$ cat config.mk
export PLATFORM = sky130hd
export DESIGN_NAME = pool_writeback_flat
export DESIGN_NICKNAME = d
export VERILOG_FILES = /design/src/rtl/pool_writeback_if.sv /design/src/rtl/pool_writeback.sv /design/src/flat_wrapper.sv
export SDC_FILE = /design/constraint.sdc
export NUM_CORES = 1
export LEC_CHECK = 0
export CORE_ASPECT_RATIO = 1.1
export CORE_MARGIN = 5
export CORE_UTILIZATION = 23
export CTS_CLUSTER_DIAMETER = 80
export DETAILED_ROUTE_END_ITERATION = 6
export PLACE_DENSITY = 0.49
export SLEW_MARGIN = 25
export SYNTH_ARGS = -nofsm -noshare
export SYNTH_HDL_FRONTEND = slang
export SYNTH_SLANG_ARGS = --single-unit
export TNS_END_PERCENT = 50
$ cat constraint.sdc
create_clock -name clk -period 9.8 [get_ports clk]
set_input_delay 2.45 -clock clk [delete_from_list [all_inputs] [get_ports clk]]
set_output_delay 2.45 -clock clk [all_outputs]
set_load 0.02 [all_outputs]
$ cat src/rtl/pool_writeback_if.sv
// Pooled-element input stream and packed-word output stream of the pool writeback block.
// The slave modport is the writeback engine; the master modport is whoever feeds and drains it.
interface pool_writeback_if #(
    parameter int BITS = 8
);
    logic            inValid;
    logic            inReady;
    logic [BITS-1:0] inData;
    logic            outValid;
    logic            outReady;
    logic [31:0]     outData;
    logic [31:0]     outAddr;

    modport slave (
        input  inValid, inData, outReady,
        output inReady, outValid, outData, outAddr
    );

    modport master (
        output inValid, inData, outReady,
        input  inReady, outValid, outData, outAddr
    );
endinterface

$ cat src/rtl/pool_writeback.sv
// Packs a row-major stream of pooled elements four-per-word (lane 0 in the top byte)
// and writes the words to consecutive addresses starting at a latched base address.
module pool_writeback #(
    parameter int BITS = 8,
    parameter int DIM  = 32
) (
    input  logic        clk,
    input  logic        rst,
    input  logic        start,
    input  logic [31:0] m,
    input  logic [31:0] p,
    input  logic [31:0] baseAddr,
    pool_writeback_if.slave bus,
    output logic        busy,
    output logic        done,
    output logic        err
);
    typedef enum logic [1:0] {IDLE, PACK, HOLD, DONE} state_t;

    state_t      state_reg, state_next;
    logic [31:0] n_reg, n_next;        // element count of the pooled matrix
    logic [31:0] elem_reg, elem_next;  // elements transferred so far
    logic [31:0] word_reg, word_next;  // index of the word being built
    logic [31:0] base_reg, base_next;
    logic [31:0] data_reg, data_next;
    logic [1:0]  lane_reg, lane_next;
    logic        err_reg, err_next;

    logic            dims_ok;
    logic            xfer;
    logic            last_elem;
    logic [BITS-1:0] in_elem;
    logic [7:0]      elem_byte;
    logic [31:0]     lane_word;

    assign in_elem   = bus.inData;
    assign elem_byte = 8'(in_elem);

    // Current element positioned in the lane selected by lane_reg, other lanes zero.
    generate
        for (genvar gi = 0; gi < 4; gi++) begin : g_lane
            assign lane_word[31-8*gi -: 8] = (lane_reg == 2'(gi)) ? elem_byte : 8'h00;
        end
    endgenerate

    assign dims_ok = (m[0] == 1'b0) && (p[0] == 1'b0) && (m != 32'd0) && (p != 32'd0)
                     && (m <= 32'(DIM)) && (p <= 32'(DIM));
    assign xfer      = bus.inValid && (state_reg == PACK);
    assign last_elem = (elem_reg == n_reg - 32'd1);

    always_comb begin
        state_next = state_reg;
        n_next     = n_reg;
        elem_next  = elem_reg;
        word_next  = word_reg;
        base_next  = base_reg;
        data_next  = data_reg;
        lane_next  = lane_reg;
        err_next   = err_reg;
        case (state_reg)
            IDLE: begin
                if (start) begin
                    if (dims_ok) begin
                        n_next     = (m >> 1) * (p >> 1);
                        elem_next  = 32'd0;
                        word_next  = 32'd0;
                        lane_next  = 2'd0;
                        data_next  = 32'd0;
                        base_next  = baseAddr;
                        err_next   = 1'b0;
                        state_next = PACK;
                    end else begin
                        err_next = 1'b1;
                    end
                end
            end
            PACK: begin
                if (xfer) begin
                    data_next = data_reg | lane_word;
                    elem_next = elem_reg + 32'd1;
                    lane_next = lane_reg + 2'd1;
                    if (lane_reg == 2'd3 || last_elem) begin
                        state_next = HOLD;
                    end
                end
            end
            HOLD: begin
                if (bus.outReady) begin
                    word_next  = word_reg + 32'd1;
                    data_next  = 32'd0;
                    lane_next  = 2'd0;
                    state_next = (elem_reg == n_reg) ? DONE : PACK;
                end
            end
            DONE: begin
                state_next = IDLE;
            end
            default: begin
                state_next = IDLE;
            end
        endcase
    end

    always_ff @(posedge clk) begin
        if (rst) begin
            state_reg <= IDLE;
            n_reg     <= 32'd0;
            elem_reg  <= 32'd0;
            word_reg  <= 32'd0;
            base_reg  <= 32'd0;
            data_reg  <= 32'd0;
            lane_reg  <= 2'd0;
            err_reg   <= 1'b0;
        end else begin
            state_reg <= state_next;
            n_reg     <= n_next;
            elem_reg  <= elem_next;
            word_reg  <= word_next;
            base_reg  <= base_next;
            data_reg  <= data_next;
            lane_reg  <= lane_next;
            err_reg   <= err_next;
        end
    end

    // Word outputs read zero outside HOLD so an idle or reset block presents nothing.
    assign bus.inReady  = (state_reg == PACK);
    assign bus.outValid = (state_reg == HOLD);
    assign bus.outData  = (state_reg == HOLD) ? data_reg : 32'd0;
    assign bus.outAddr  = (state_reg == HOLD) ? (base_reg + (word_reg << 2)) : 32'd0;
    assign busy         = (state_reg != IDLE);
    assign done         = (state_reg == DONE);
    assign err          = err_reg;
endmodule

$ cat src/flat_wrapper.sv
// flat-port wrapper written by rule: the top's interface ports become plain ports
module pool_writeback_flat 
#(
    parameter int BITS = 8,
    parameter int DIM  = 32
)
  (clk, rst, start, m, p, baseAddr, busy, done, err, bus_inValid, bus_inData, bus_outReady, bus_inReady, bus_outValid, bus_outData, bus_outAddr);
  pool_writeback_if #(.BITS(BITS)) bus_i ();
  input  logic clk;
  input  logic rst;
  input  logic start;
  input  logic [31:0] m;
  input  logic [31:0] p;
  input  logic [31:0] baseAddr;
  output logic busy;
  output logic done;
  output logic err;
  input wire logic [$bits(bus_i.inValid)-1:0] bus_inValid;
  input wire logic [$bits(bus_i.inData)-1:0] bus_inData;
  input wire logic [$bits(bus_i.outReady)-1:0] bus_outReady;
  output wire logic [$bits(bus_i.inReady)-1:0] bus_inReady;
  output wire logic [$bits(bus_i.outValid)-1:0] bus_outValid;
  output wire logic [$bits(bus_i.outData)-1:0] bus_outData;
  output wire logic [$bits(bus_i.outAddr)-1:0] bus_outAddr;
  assign bus_i.inValid = bus_inValid;
  assign bus_i.inData = bus_inData;
  assign bus_i.outReady = bus_outReady;
  assign bus_inReady = bus_i.inReady;
  assign bus_outValid = bus_i.outValid;
  assign bus_outData = bus_i.outData;
  assign bus_outAddr = bus_i.outAddr;
  pool_writeback #(.BITS(BITS), .DIM(DIM)) u_core (.clk(clk), .rst(rst), .start(start), .m(m), .p(p), .baseAddr(baseAddr), .bus(bus_i), .busy(busy), .done(done), .err(err));
endmodule
; ---- After elaboration in Yosys (flattened, before gate mapping)
; Cells that the tools add are included.
[classes]
addsub = 5
multipliers = 1
n_lt_le_gt_ge = 2
eq_ne = 13
mux = 28
bitwise_logic = 3
reduce_logical = 21
[op_table]
columns = operator, n
row1 = two-way mux 32 bit, 8
row2 = one-hot mux 32 bit (2 select lines), 2
row3 = one-hot mux 32 bit (3 select lines), 1
row4 = adder 32 x 1 -> 32 bit (second input constant), 2
row5 = == test 32 bit, 2
row6 = less-or-equal comparator 32 x 6 -> 1 bit (second input constant), 2
row7 = nonzero test 32 bit, 2
row8 = adder 32 bit, 1
row9 = multiplier 31 x 31 -> 32 bit, 1
row10 = two-way mux 8 bit, 4
row11 = OR 32 bit, 1
row12 = subtractor 32 x 1 -> 32 bit (second input constant), 1
row13 = two-way mux 2 bit, 10
row14 = AND reduction 5 bit, 2
row15 = == test 2 bit (second input constant), 4
row16 = one-hot mux 2 bit (4 select lines), 1
row17 = AND reduction 4 bit, 2
row18 = logical AND 1 bit, 6
row19 = != test 2 x 1 -> 1 bit (second input constant), 3
row20 = one-hot mux 2 bit (3 select lines), 1
row21 = nonzero test 2 bit, 3
row22 = == test 2 x 1 -> 1 bit (second input constant), 2
row23 = zero test 2 bit, 2
row24 = != test 2 bit (second input constant), 2
row25 = 7 further kinds, 8
[totals]
register_bits = 165
input_bits = 109

; ---- Logic depth before layout (Yosys ltp)
[logic_depth]
word_depth = 9
depth_mapped = 29

; ---- Worst setup path before layout
; OpenSTA, ideal clock, no wires.
[synth_timing]
path_type = input port to flip-flop
start = input m[15]
end = register u_core.n_reg[31]
arrival_ns = 8.746
t_required_ns = 9.668
path_slack_ns = 0.922
cell_stages = 23
cell_sequence = clkbuf_1 clkbuf_1 nand2_1 fa_1 fa_1 fa_1 inv_1 fa_1 fa_1 fa_1 fa_1 fa_1 ha_1 clkbuf_1 nand2_1 nand2_1 a21oi_1 or3b_2 o221ai_1 a211oi_1 nor3_1 nand3b_1 a21oi_1
[synth_via]
elab_chain_len = 6
[synth_lines]
columns = element, line_no
row1 = "start, declared", flat_wrapper.sv:12  ; input logic [31:0] m;
row2 = "parallel branches: the longest is 6 deep, another holds multiplier 31 x 31 -> 32 bit", n/a
row3 = "end signal, assigned", pool_writeback.sv:116  ; n_reg <= n_next;
row4 = "end, declared", pool_writeback.sv:21  ; logic [31:0] n_reg, n_next;
; Parallel ways; which one is timed is not known.
; A chain may end at the register's enable or synchronous reset.

; ---- Worst setup path after layout
[layout_timing]
start = input m[20]
end = register u_core.n_reg[31]
; The elaborated chain is that of the path after synthesis.

==> run summary <==
status: completed
max cap viols: 0
critical path's top delay family: adder cells
post-CTS setup buffer count: 0
cell row count: 126
worst reg2reg path endpoint: u_core.state_reg[1]$_SDFFE_PP0P_
Ys Warns: 0
ys async rst share: 0%
share of cells above drive strength 1: 5.47%
Most common cell on crit path: fa_1
drt first pass iters: 5
post-synth top area share: 33.0%
fin nets: 3750
CTS hold repair buffers: 0
root buf cell: clkbuf_16
Seq/Total Area, Yosys: 13.1%
worst-margin pin slew: 0.906 ns
clk slew on worst S/H paths: 0.08 ns
CP endpoint: u_core.n_reg[31]$_SDFFE_PP0P_
synthesized flop and latch total: 163
FF-to-FF Start: u_core.n_reg[18]$_SDFFE_PP0P_
slew margin rel.: 38.8%
worst min-delay path startpoint: u_core.base_reg[0]$_SDFFE_PP0P_
TNS Setup: 0 ns
R2R cell count: 9
period utilisation layout: 93.8%
IO Port Bufs: 177
WS Path Type: in2reg
WP buf/inv: 5
max-slew violations: 0
number of flops mapped to enable cells by yosys: 0
grt ovf: 0
Die Y: 355 um
routed len/inst: 17.6 um
Yosys top cell by area: fa_1
synth-to-layout area growth: 19.0%
Total Wirelength: 79.4 mm
Arr. time, crit path: 9.50 ns
CTS buffer count: 17
Data required, critical path: 10.11 ns
CP startpoint: m[20]
all-layer global routing usage: 13.8%
Crit. path cell count: 23
vias in the first global route: 21278
Starting Density: 23.2%
antenna-violating nets left: 0
Die W: 324 um
via/cell ratio: 4.40
initial antenna violation count: 4
H-tree lvl count: 4
CTS sink cnt: 163
Final Hold Fails: 0
most common cell in the netlist: fa_1
Min Clock Period, post-route: 9.19 ns
via count: 19813
CP startpoint kind: input port
Mapped Nets: 3596
Synth Cell Area: 24900 um2
Die ar.: 115000 um2
post-cts sizing count: 0
Post-synth top cells: fa_1, nand2_1, inv_1
first-pass GRT wire length: 124 mm
Mapped Cells: 2921
FF-to-FF setup slack: 6.41 ns
pin count of the biggest net entering global routing: 62
critical path peak fanout: 7
core area: 107000 um2
slowest CP cell: clkdlybuf4s50_1
DRC: 0
Mean Syn Cell Area: 8.52 um2
synth top area cells: fa_1, dfxtp_1, and2_1
clock skew: 0.0136 ns
Starting DRT DRC Count: 967
worst hold path class: reg2reg
Clk Latency, worst-skew pair: 0.45 ns
worst-path cell chain: clkdlybuf4s50_1, buf_4, and2_1, fa_1, inv_1, fa_1, fa_1, fa_1, fa_1, fa_1, fa_1, fa_1, xnor2_1, xnor2_1, xnor2_1, xnor2_1, xnor2_1, buf_4, xnor3_1, buf_4, nor3_1, nand3b_1, a21oi_1
CTS tree: yes
ys flop type: dfxtp_1
RSZ-0062 raised after global routing: false
Worst Setup End Kind: flop
routability congestion estimate: 0.847
Ports: 178
count of different cell masters after synthesis: 72
Max stage delay on crit path: 0.65 ns
post-DP HPWL: 63.1 mm
Longest Clk Path Bufs: 2
Max Freq: 109 MHz
final number of setup-violating endpoints: 0
worst min-delay path: cells and delay by family (launching register included):
kind | cells | cell delay [ns]
AO/OA/AOI/OAI | 1 | 0.05
flip-flops | 1 | 0.32
AND/OR/NAND/NOR | 1 | 0.05
worst min-delay path by stage:
stage / to / slack, ns / cells after the start
final: u_core.base_reg[0]$_SDFFE_PP0P_ / 0.46 / 2
after global routing: u_core.base_reg[1]$_SDFFE_PP0P_ / 0.48 / 2
after CTS: u_core.base_reg[1]$_SDFFE_PP0P_ / 0.46 / 2
after detailed placement: u_core.base_reg[1]$_SDFFE_PP0P_ / 0.45 / 2
after global placement: u_core.base_reg[0]$_SDFFE_PP0P_ / 0.44 / 2
after floorplan: u_core.base_reg[0]$_SDFFE_PP0P_ / 0.43 / 2
through the flow:
step / setup slack (ns) / cells / hold slack [ns] / instance area (um2) / util (%)
after floorplan: 0.922 / 2921 / 0.427 / 24900 / -
after global placement: 0.155 / 4464 / 0.438 / 29000 / 27.0
after detailed placement: 0.167 / 4464 / 0.448 / 29000 / 27.0
after CTS: 0.618 / 4496 / 0.457 / 29600 / 27.6
after global routing: 0.376 / 4498 / 0.477 / 29600 / 27.6
final: 0.608 / 4500 / 0.456 / 29600 / 27.6
routing by layer:
| layer | routed length [um] | vias to the layer above | track usage [%] |
|---|---|---|---|
| li1 | - | 9490 | - |
| met1 | 35000 | 9800 | 18.1 |
| met2 | 39400 | 446 | 24.3 |
| met3 | 3410 | 77 | 1.61 |
| met4 | 1630 | 0 | 3.39 |
| met5 | 0 | - | 0 |
area by class of cell:
class	instances	area [um2]
Timing Repair Buffer	288	2930
Sequential cell	163	3260
Antenna cell	4	10.0
Tap cell	1408	1760
Clock buffer	17	425
Multi-Input combinational cell	2224	19600
Inverter	381	1430
Fill cell	11643	77700
Clock inverter	15	181
cells in the final DEF, fill, tap and decap left out, types with 6 or more instances in the layout:
master | netlist | layout
or4_1 | 7 | 7
nand2_1 | 405 | 405
mux2i_1 | 6 | 6
o21a_1 | 11 | 11
buf_12 | 0 | 26
fa_1 | 410 | 410
xnor2_1 | 119 | 119
xor2_1 | 73 | 73
nor4_1 | 27 | 27
o21ai_0 | 40 | 40
o31ai_1 | 6 | 6
nor3_1 | 31 | 31
nand2b_1 | 12 | 11
a21o_1 | 25 | 25
inv_1 | 381 | 381
a21oi_1 | 143 | 143
nand4_1 | 27 | 27
nor2_1 | 177 | 176
ha_1 | 156 | 156
and2_1 | 327 | 327
nor2b_1 | 10 | 10
clkbuf_16 | 0 | 17
a211oi_1 | 11 | 11
o21bai_1 | 8 | 8
nand3_1 | 47 | 47
and3_1 | 24 | 24
dfxtp_1 | 163 | 163
a31oi_1 | 7 | 7
buf_4 | 0 | 85
clkdlybuf4s50_1 | 0 | 176
and4_1 | 7 | 7
a22o_1 | 7 | 7
or3_1 | 19 | 19
cell families after synthesis:
group / share of synthesized area (%)
fa+ha+maj: 40.8
simple gates: 23.2
mux: 0.287
buf+inv: 8.07
compound gates: 7.69
flops: 13.1
xor+xnor: 6.85
Power is not shown: default switching activity piles up to over one toggle a cycle in this logic, so the estimate is an artifact.
